`config.mk`:
```
export PLATFORM = sky130hd
export DESIGN_NAME = debounce_edge
export DESIGN_NICKNAME = d
export VERILOG_FILES = /design/src/rtl/debounce_edge.sv
export SDC_FILE = /design/constraint.sdc
export NUM_CORES = 1
export LEC_CHECK = 0
export CAP_MARGIN = 20
export CORE_UTILIZATION = 30
export DETAILED_ROUTE_END_ITERATION = 7
export PLACE_DENSITY_LB_ADDON = 0.1
export SLEW_MARGIN = 5
export SYNTH_ARGS = -nofsm -noshare
export SYNTH_HDL_FRONTEND = slang
export SYNTH_SLANG_ARGS = --single-unit
```
`constraint.sdc`:
```
create_clock -name clk -period 4.14 [get_ports clk]
set_input_delay 1.242 -clock clk [delete_from_list [all_inputs] [get_ports clk]]
set_output_delay 1.242 -clock clk [all_outputs]
set_load 0.02 [all_outputs]
```
`src/rtl/debounce_edge.sv`:
```
// Synchronizes and debounces a raw asynchronous input into a clean level with rise/fall pulses.
// Optional rejected-transition counter port glitch_cnt_o is enabled by defining DEBOUNCE_GLITCH_CNT_EN.
module debounce_edge #(
    parameter int unsigned SYNC_STAGES     = 2,
    parameter int unsigned DEBOUNCE_CYCLES = 16,
    parameter logic        RESET_LEVEL     = 1'b0
) (
    input  logic       clk,
    input  logic       reset,
    input  logic       d_i,
    output logic       level_o,
    output logic       rise_o,
    output logic       fall_o,
    output logic       busy_o
`ifdef DEBOUNCE_GLITCH_CNT_EN
    ,
    output logic [7:0] glitch_cnt_o
`endif
);

    localparam int unsigned CNT_W = $clog2(DEBOUNCE_CYCLES + 1);
    localparam logic [CNT_W-1:0] CNT_LAST = CNT_W'(DEBOUNCE_CYCLES - 1);
    localparam logic [CNT_W-1:0] CNT_ONE  = CNT_W'(1);

    typedef enum logic {
        ST_STABLE  = 1'b0,
        ST_PENDING = 1'b1
    } state_t;

    logic [SYNC_STAGES-1:0] sync_q;
    logic                   sync_s;

    state_t           state_q, state_d;
    logic [CNT_W-1:0] cnt_q, cnt_d;
    logic             level_q, level_d;
    logic             rise_q, rise_d;
    logic             fall_q, fall_d;

    // Plain shift chain; nothing may sit between stages or metastability settling time is lost.
    always_ff @(posedge clk) begin
        if (reset) begin
            sync_q <= {SYNC_STAGES{RESET_LEVEL}};
        end else begin
            sync_q <= {sync_q[SYNC_STAGES-2:0], d_i};
        end
    end

    assign sync_s = sync_q[SYNC_STAGES-1];

    always_ff @(posedge clk) begin
        if (reset) begin
            state_q <= ST_STABLE;
            cnt_q   <= '0;
            level_q <= RESET_LEVEL;
            rise_q  <= 1'b0;
            fall_q  <= 1'b0;
        end else begin
            state_q <= state_d;
            cnt_q   <= cnt_d;
            level_q <= level_d;
            rise_q  <= rise_d;
            fall_q  <= fall_d;
        end
    end

    always_comb begin
        state_d = state_q;
        cnt_d   = cnt_q;
        level_d = level_q;
        rise_d  = 1'b0;
        fall_d  = 1'b0;
        case (state_q)
            ST_STABLE: begin
                cnt_d = '0;
                if (sync_s != level_q) begin
                    // A single-cycle qualification window never needs the pending state.
                    if (DEBOUNCE_CYCLES == 1) begin
                        level_d = sync_s;
                        rise_d  = sync_s;
                        fall_d  = ~sync_s;
                    end else begin
                        state_d = ST_PENDING;
                        cnt_d   = CNT_ONE;
                    end
                end
            end
            ST_PENDING: begin
                if (sync_s == level_q) begin
                    state_d = ST_STABLE;
                    cnt_d   = '0;
                end else if (cnt_q == CNT_LAST) begin
                    state_d = ST_STABLE;
                    cnt_d   = '0;
                    level_d = sync_s;
                    rise_d  = sync_s;
                    fall_d  = ~sync_s;
                end else begin
                    cnt_d = cnt_q + CNT_ONE;
                end
            end
            default: begin
                state_d = ST_STABLE;
                cnt_d   = '0;
            end
        endcase
    end

    assign level_o = level_q;
    assign rise_o  = rise_q;
    assign fall_o  = fall_q;
    assign busy_o  = (state_q == ST_PENDING);

`ifdef DEBOUNCE_GLITCH_CNT_EN
    logic       glitch_ev;
    logic [7:0] glitch_cnt_q;

    assign glitch_ev = (state_q == ST_PENDING) && (sync_s == level_q);

    always_ff @(posedge clk) begin
        if (reset) begin
            glitch_cnt_q <= 8'd0;
        end else if (glitch_ev && (glitch_cnt_q != 8'hFF)) begin
            glitch_cnt_q <= glitch_cnt_q + 8'd1;
        end
    end

    assign glitch_cnt_o = glitch_cnt_q;
`endif

endmodule

```
==> qor.yml, run 1 <==
layout:
  post_route_cells_drive_above_1_share_pct: 8.33
  num_antenna_cells: 0
  area_growth_syn_to_layout_pct: 25.7
  finish.net_count: 55
  most-common-layout-cells: "dfxtp_1, clkdlybuf4s50_1, nor2_1"
  layout.cells.most_common: "dfxtp_1"
clocking:
  clk_root_buffer_cell: "clkbuf_4"
  postCtsHoldBufs: 0
  clock_sink_count: 11
  cts_tree: "yes"
  insertion_delay_ns: 0.26
  cts.reportedPaths.clkPinSlew_ns: 0.06
  clock_tree_buf_depth: 2
  post_cts_resize_count: 0
  cts-buffers-inserted: 3
  postCtsSetupRepairBufs: 0
  htreeDepth: 1
synth:
  yosysWarningCount: 0
  netlist_area_um2: 404
  count_of_different_cell_masters_after_synthesis: 17
  synthesis.area_per_instance_um2: 10.6
  mappedNetlistNets: 44
  postSynthCellCount: 38
  synth-seq-area-share_pct: 54.5
  yosys_register_bits: 11
sta:
  worst_slew_margin_relative_to_its_limit_pct: 80.4
  fin_setup_tns_ns: 0
  timing.final.setup_violations: 0
  number_of_endpoints_with_negative_hold_slack_in_the_final_report: 0
  maxSlewViolCount: 0
  fmax_achieved_ghz: 0.391
  finClkSkew_ns: 0.00511
  layout_worst_path_cycle_share_pct: 61.8
  layout_min_cycle_time_ns: 2.56
  rsz0062_at_grt: "no"
  worstMarginPinSlew_ns: 0.292
setup_path:
  critPathRequiredTime_ns: 2.90
  timing.critical_path.cells: "clkdlybuf4s50_1"
  crit_arrival_ns: 1.31
  critical_path.n_buffers_inverters: 1
  critical-path-max-stage-delay_ns: 0.64
  critical-path-slowest-cell: "clkdlybuf4s50_1"
  timing.critical_path.to_type: "output pin"
  worstSetupStartpointType: "flop"
  family_with_the_most_delay_on_the_worst_path: "buffers and inverters"
  critical_path_peak_fanout: 7
  criticalPathCategory: "reg2out"
run:
  max-cap-violations: 0
global_route:
  track_usage_pct: 11.4
  global_route_wire_length_before_repair_mm: 1.10
  first_global_vias: 274
  grt_start_max_net_pins: 8
  globalRoute.totalOverflow: 0
  antenna_found_initial: 0
placed_design:
  buffer_ports.inserted: 6
  place_congestion: 0.720
  place.detailed.hpwl_um: 449
power:
  fin_total_pwr_mw: 0.184
  cellPowerDensity_nw_per_um2: 363
  worst_ir_drop_vdd_mv: 0.158
  leakagePower_nw: 0.178
route:
  first_pass_iters: 4
  detail_route.wirelength_um: 589
  vias: 294
  drc_errors: 0
  drt_iter0_markers: 8
  ant_nets: 0
  routed_via_density: 4.74
  detail_route.wl_per_cell_um: 9.50
floorplanning:
  die_w_um: 38.7
  i_o_pin_total: 7
  core_region_area_um2: 1170
  fp-row-count: 12
  floorplan.initialDensity_pct: 34.5
  die_outline_area_um2: 1500
  dieHeight_um: 38.7
min_path:
  hold_path.class: "reg2reg"
status:
  status: "finished clean"
[cell families (layout without fill, tap and decap cells)]
group / Yosys count / count (layout) / synth area share, %
flip-flops: 11 / 11 / 54.5
AO/OA/AOI/OAI: 3 / 3 / 4.95
XOR/XNOR: 3 / 3 / 6.50
AND/OR/NAND/NOR: 16 / 16 / 22.9
buffers and inverters: 2 / 12 / 1.86
adder cells (fa/ha/maj): 3 / 3 / 9.29
[per-stage QoR]
stage / area (um^2) / setup slack, ns / util (%) / hold WS (ns) / instances
6_report: 508 / 1.58 / 43.4 / 0.437 / 62
5_1_grt: 508 / 1.52 / 43.4 / 0.470 / 62
4_1_cts: 508 / 1.57 / 43.4 / 0.441 / 62
3_5_place_dp: 482 / 1.60 / 41.1 / 0.425 / 58
3_3_place_gp: 482 / 1.65 / 41.1 / 0.435 / 58
2_1_floorplan: 404 / 2.22 / - / 0.414 / 38
[power breakdown]
group | switching, mW | total, mW | internal [mW]
Sequential | 0.00109 | 0.108 | 0.107
Combinational | 0.00209 | 0.00550 | 0.00341
Clock | 0.0333 | 0.0706 | 0.0372
[area by class of cell]
cell class / count / area, um^2
fillers: 119 / 663
flip-flops and latches: 11 / 220
multi-input cells: 25 / 176
repair buffers: 6 / 60.1
clock buffers: 4 / 26.3
well taps: 14 / 17.5
inverters: 2 / 7.51
[per-layer routing]
layer	global-route usage [%]	vias to the layer above	wire length (um)
met5	0	-	0
met4	10.3	0	10
met3	3.47	2	37
met2	16.3	10	252
met1	13.4	132	288
li1	-	150	-
[registers in the layout, indices dropped and copies added (netlist names)]
register / cells
cnt_q: 5
sync_q: 2
busy_o: 1
fall_o: 1
level_o: 1
rise_o: 1
[cell usage after synthesis]
| cell type | instances | share of area [%] |
|---|---|---|
| nand3_1 | 2 | 2.5 |
| nor2b_1 | 2 | 3.1 |
| ha_1 | 3 | 9.3 |
| nor3_1 | 1 | 1.2 |
| xor2_1 | 1 | 2.2 |
| a21oi_1 | 1 | 1.2 |
| xnor2_1 | 2 | 4.3 |
| dfxtp_1 | 11 | 54 |
| or4b_4 | 1 | 3.4 |
| and3_1 | 1 | 1.5 |
| nor2_1 | 4 | 3.7 |
| nand2_1 | 2 | 1.9 |
| nand3b_1 | 1 | 1.9 |
| nor3b_1 | 2 | 3.7 |
| a211oi_1 | 1 | 1.9 |
| o21a_1 | 1 | 1.9 |
| inv_1 | 2 | 1.9 |
[worst paths after layout]
check / cells past startpoint / slack, ns / start / to
max reg2reg: 5 / 2.46 / cnt_q[0]$_SDFF_PP0_ / cnt_q[3]$_SDFF_PP0_
min: 1 / 0.44 / sync_q[0]$_SDFF_PP0_ / sync_q[1]$_SDFF_PP0_
max: 1 / 1.58 / busy_o$_SDFF_PP0_ / busy_o
min reg2reg: 1 / 0.44 / sync_q[0]$_SDFF_PP0_ / sync_q[1]$_SDFF_PP0_
Note: power is estimated with default switching activity, not from simulation.
==> run 2, diff against run 1 <==
Clock period 4.14 ns to 2.2 ns, I/O delays scaled along.
==> run 2 against run 1 <==
Effect of this change: critical path depth unchanged; die area unchanged; clock power increased by 87%; first-iteration DRC count down 50%; sequential power rose by 89%; sequential share of layout area is 0.63 points lower; cell count rose by 1.6%; worst setup slack got worse by 1.4 ns; critical path type unchanged; largest power group unchanged; highest routed layer is now met3.
==> qor.yml, run 2 (synthesis gave the netlist of run 1 again) <==
route:
  ant_nets: 0  # unchanged
  detail_route.wl_per_cell_um: 9.63  # was 9.50 um
  drc_errors: 0  # unchanged
  drt_iter0_markers: 4  # was 8
  m1WireLength_um: 275  # was 288 um
  vias: 291  # was 294
  first_pass_iters: 3  # was 4
  route.top_layer_used: "met3"  # was met4
  met3_length_um: 41  # was 37 um
  detail_route.wirelength_um: 607  # was 589 um
  met2_wirelength_um: 290  # was 252 um
  routed_via_density: 4.62  # was 4.74
power:
  clock_power_share_pct: 38.0  # was 38.3%
  power.share.switching_pct: 19.7  # was 19.8%
  pwr-share-seq_pct: 58.6  # was 58.7%
  leakagePower_nw: 0.183  # was 0.178 nW
  pwr-share-comb_pct: 3.4  # was 3.0%
  worst_ir_drop_vdd_mv: 0.288  # was 0.158 mV
  cellPowerDensity_nw_per_um2: 675  # was 363 nW/um^2
  internal_power_mw: 0.279  # was 0.148 mW
  netSwitchingPower_mw: 0.0685  # was 0.0365 mW
floorplanning:
  floorplan.initialDensity_pct: 34.5  # unchanged
  fp-row-count: 12  # unchanged
  core_region_area_um2: 1170  # unchanged
  dieHeight_um: 38.7  # unchanged
  die_outline_area_um2: 1500  # unchanged
  die_w_um: 38.7  # unchanged
  i_o_pin_total: 7  # unchanged
clocking:
  post_cts_resize_count: 0  # unchanged
  insertion_delay_ns: 0.26  # about the same
  postCtsHoldBufs: 0  # unchanged
  clock_sink_count: 11  # unchanged
  htreeDepth: 1  # unchanged
  clk_root_buffer_cell: "clkbuf_4"  # unchanged
  cts_tree: "yes"  # unchanged
  postCtsSetupRepairBufs: 0  # unchanged
  cts.reportedPaths.clkPinSlew_ns: 0.07  # was 0.06 ns
  clock_tree_buf_depth: 2  # unchanged
  cts-buffers-inserted: 3  # unchanged
placed_design:
  number_of_placed_instances_with_taps_included: 59  # was 58
  place.detailed.hpwl_um: 467  # was 449 um
  buffer_ports.inserted: 6  # unchanged
  place_congestion: 0.676  # was 0.720
global_route:
  first_global_vias: 272  # was 274
  antenna_found_initial: 0  # unchanged
  globalRoute.totalOverflow: 0  # unchanged
  track_usage_pct: 10.9  # was 11.4%
  global_route_wire_length_before_repair_mm: 1.07  # was 1.10 mm
  grt_start_max_net_pins: 8  # unchanged
layout:
  num_antenna_cells: 0  # unchanged
  most-common-layout-cells: "dfxtp_1, clkdlybuf4s50_1, nor2_1"  # unchanged
  area_growth_syn_to_layout_pct: 27.6  # was 25.7%
  regMostFlops: "cnt_q"  # unchanged
  layout.cells.most_common: "dfxtp_1"  # unchanged
  reg.largest.list: "cnt_q x5, sync_q x2"  # unchanged
  largest_register_ffs: 5  # unchanged
  finish.net_count: 56  # was 55
  post_route_cells_drive_above_1_share_pct: 10.2  # was 8.33%
  layout_cells_excl_fill: 63  # was 62
setup_path:
  worstSetupStartpointType: "flop"  # unchanged
  critical_path_peak_fanout: 7  # unchanged
  r2r_setup_slack_ns: 0.51  # was 2.46 ns
  crit_arrival_ns: 1.34  # was 1.31 ns
  critical_path.endpoint: "busy_o"  # unchanged
  setup.worst_path.start: "busy_o$_SDFF_PP0_"  # unchanged
  critical_path.n_buffers_inverters: 1  # unchanged
  critPathRequiredTime_ns: 1.54  # was 2.90 ns
  criticalPathCategory: "reg2out"  # unchanged
  timing.rr.start: "cnt_q[0]$_SDFF_PP0_"  # unchanged
  critical-path-slowest-cell: "clkdlybuf4s50_1"  # unchanged
  r2r_cells: 5  # unchanged
  timing.critical_path.to_type: "output pin"  # unchanged
  critical-path-max-stage-delay_ns: 0.64  # about the same
  family_with_the_most_delay_on_the_worst_path: "buffers and inverters"  # unchanged
  path_depth: 1  # unchanged
  r2r-end: "cnt_q[3]$_SDFF_PP0_"  # unchanged
  timing.critical_path.cells: "clkdlybuf4s50_1"  # unchanged
sta:
  worst_slew_margin_relative_to_its_limit_pct: 81.7  # was 80.4%
  fmax_achieved_ghz: 0.501
  fin_setup_tns_ns: 0  # unchanged
  finClkSkew_ns: 0.00363  # was 0.00511 ns
  worstMarginPinSlew_ns: 0.273  # was 0.292 ns
  number_of_endpoints_with_negative_hold_slack_in_the_final_report: 0  # unchanged
  timing.final.setup_violations: 0  # unchanged
  rsz0062_at_grt: "no"  # unchanged
  maxSlewViolCount: 0  # unchanged
  layout_min_cycle_time_ns: 2.00
  holdWs_ns: 0.438  # was 0.437 ns
  layout_worst_path_cycle_share_pct: 90.8
status:
  status: "finished clean"  # unchanged
min_path:
  hold_path.class: "reg2reg"  # unchanged
run:
  max-cap-violations: 0  # unchanged
run 2: layout make-up:
type / instances / area, um^2
Sequential cell: 11 / 220
Multi-Input combinational cell: 25 / 176
Timing Repair Buffer: 7 / 67.6
Inverter: 2 / 7.51
Fill cell: 118 / 656
Clock buffer: 4 / 26.3
Tap cell: 14 / 17.5
run 2: layer usage:
metal,up-vias,global-route usage (%)
met4,0,5.17
met2,8,18.3
met1,134,11.1
met5,-,0
met3,0,5.20
li1,149,-
run 2: per-stage QoR:
step | total power [mW] | area (um^2) | worst slack (ns) | util [%]
final | 0.348 | 515 | 0.202 | 44.0
after floorplan | 0.212 | 404 | 0.628 | -
after CTS | 0.354 | 515 | 0.188 | 44.0
after global placement | 0.220 | 489 | 0.399 | 41.8
after detailed placement | 0.220 | 489 | 0.385 | 41.8
after global routing | 0.363 | 515 | 0.137 | 44.0
run 2: how the worst min path moves through the flow:
stage	from	to	slack (ns)	cells after the start
floorplan	sync_q[0]$_SDFF_PP0_	sync_q[1]$_SDFF_PP0_	0.41	1
global placement	sync_q[0]$_SDFF_PP0_	sync_q[1]$_SDFF_PP0_	0.42	1
detailed placement	sync_q[0]$_SDFF_PP0_	sync_q[1]$_SDFF_PP0_	0.43	1
CTS	sync_q[0]$_SDFF_PP0_	sync_q[1]$_SDFF_PP0_	0.44	1
global route	sync_q[0]$_SDFF_PP0_	sync_q[1]$_SDFF_PP0_	0.46	1
finish	sync_q[0]$_SDFF_PP0_	sync_q[1]$_SDFF_PP0_	0.44	1
run 2: power by group through the flow:
stage                     logic, mW  clock network [mW]  registers (mW)
final                        0.0117               0.132           0.204
after global routing         0.0130               0.145           0.204
after floorplan             0.00360                   0           0.209
after detailed placement     0.0117                   0           0.208
after CTS                    0.0118               0.139           0.204
after global placement       0.0117                   0           0.208
==> run 3, diff against run 2 <==
Settings changed: REMOVE_ABC_BUFFERS set to 1.
==> results of run 3 <==
Same layout as run 2: the final DEF is identical, and so are final timing and power.
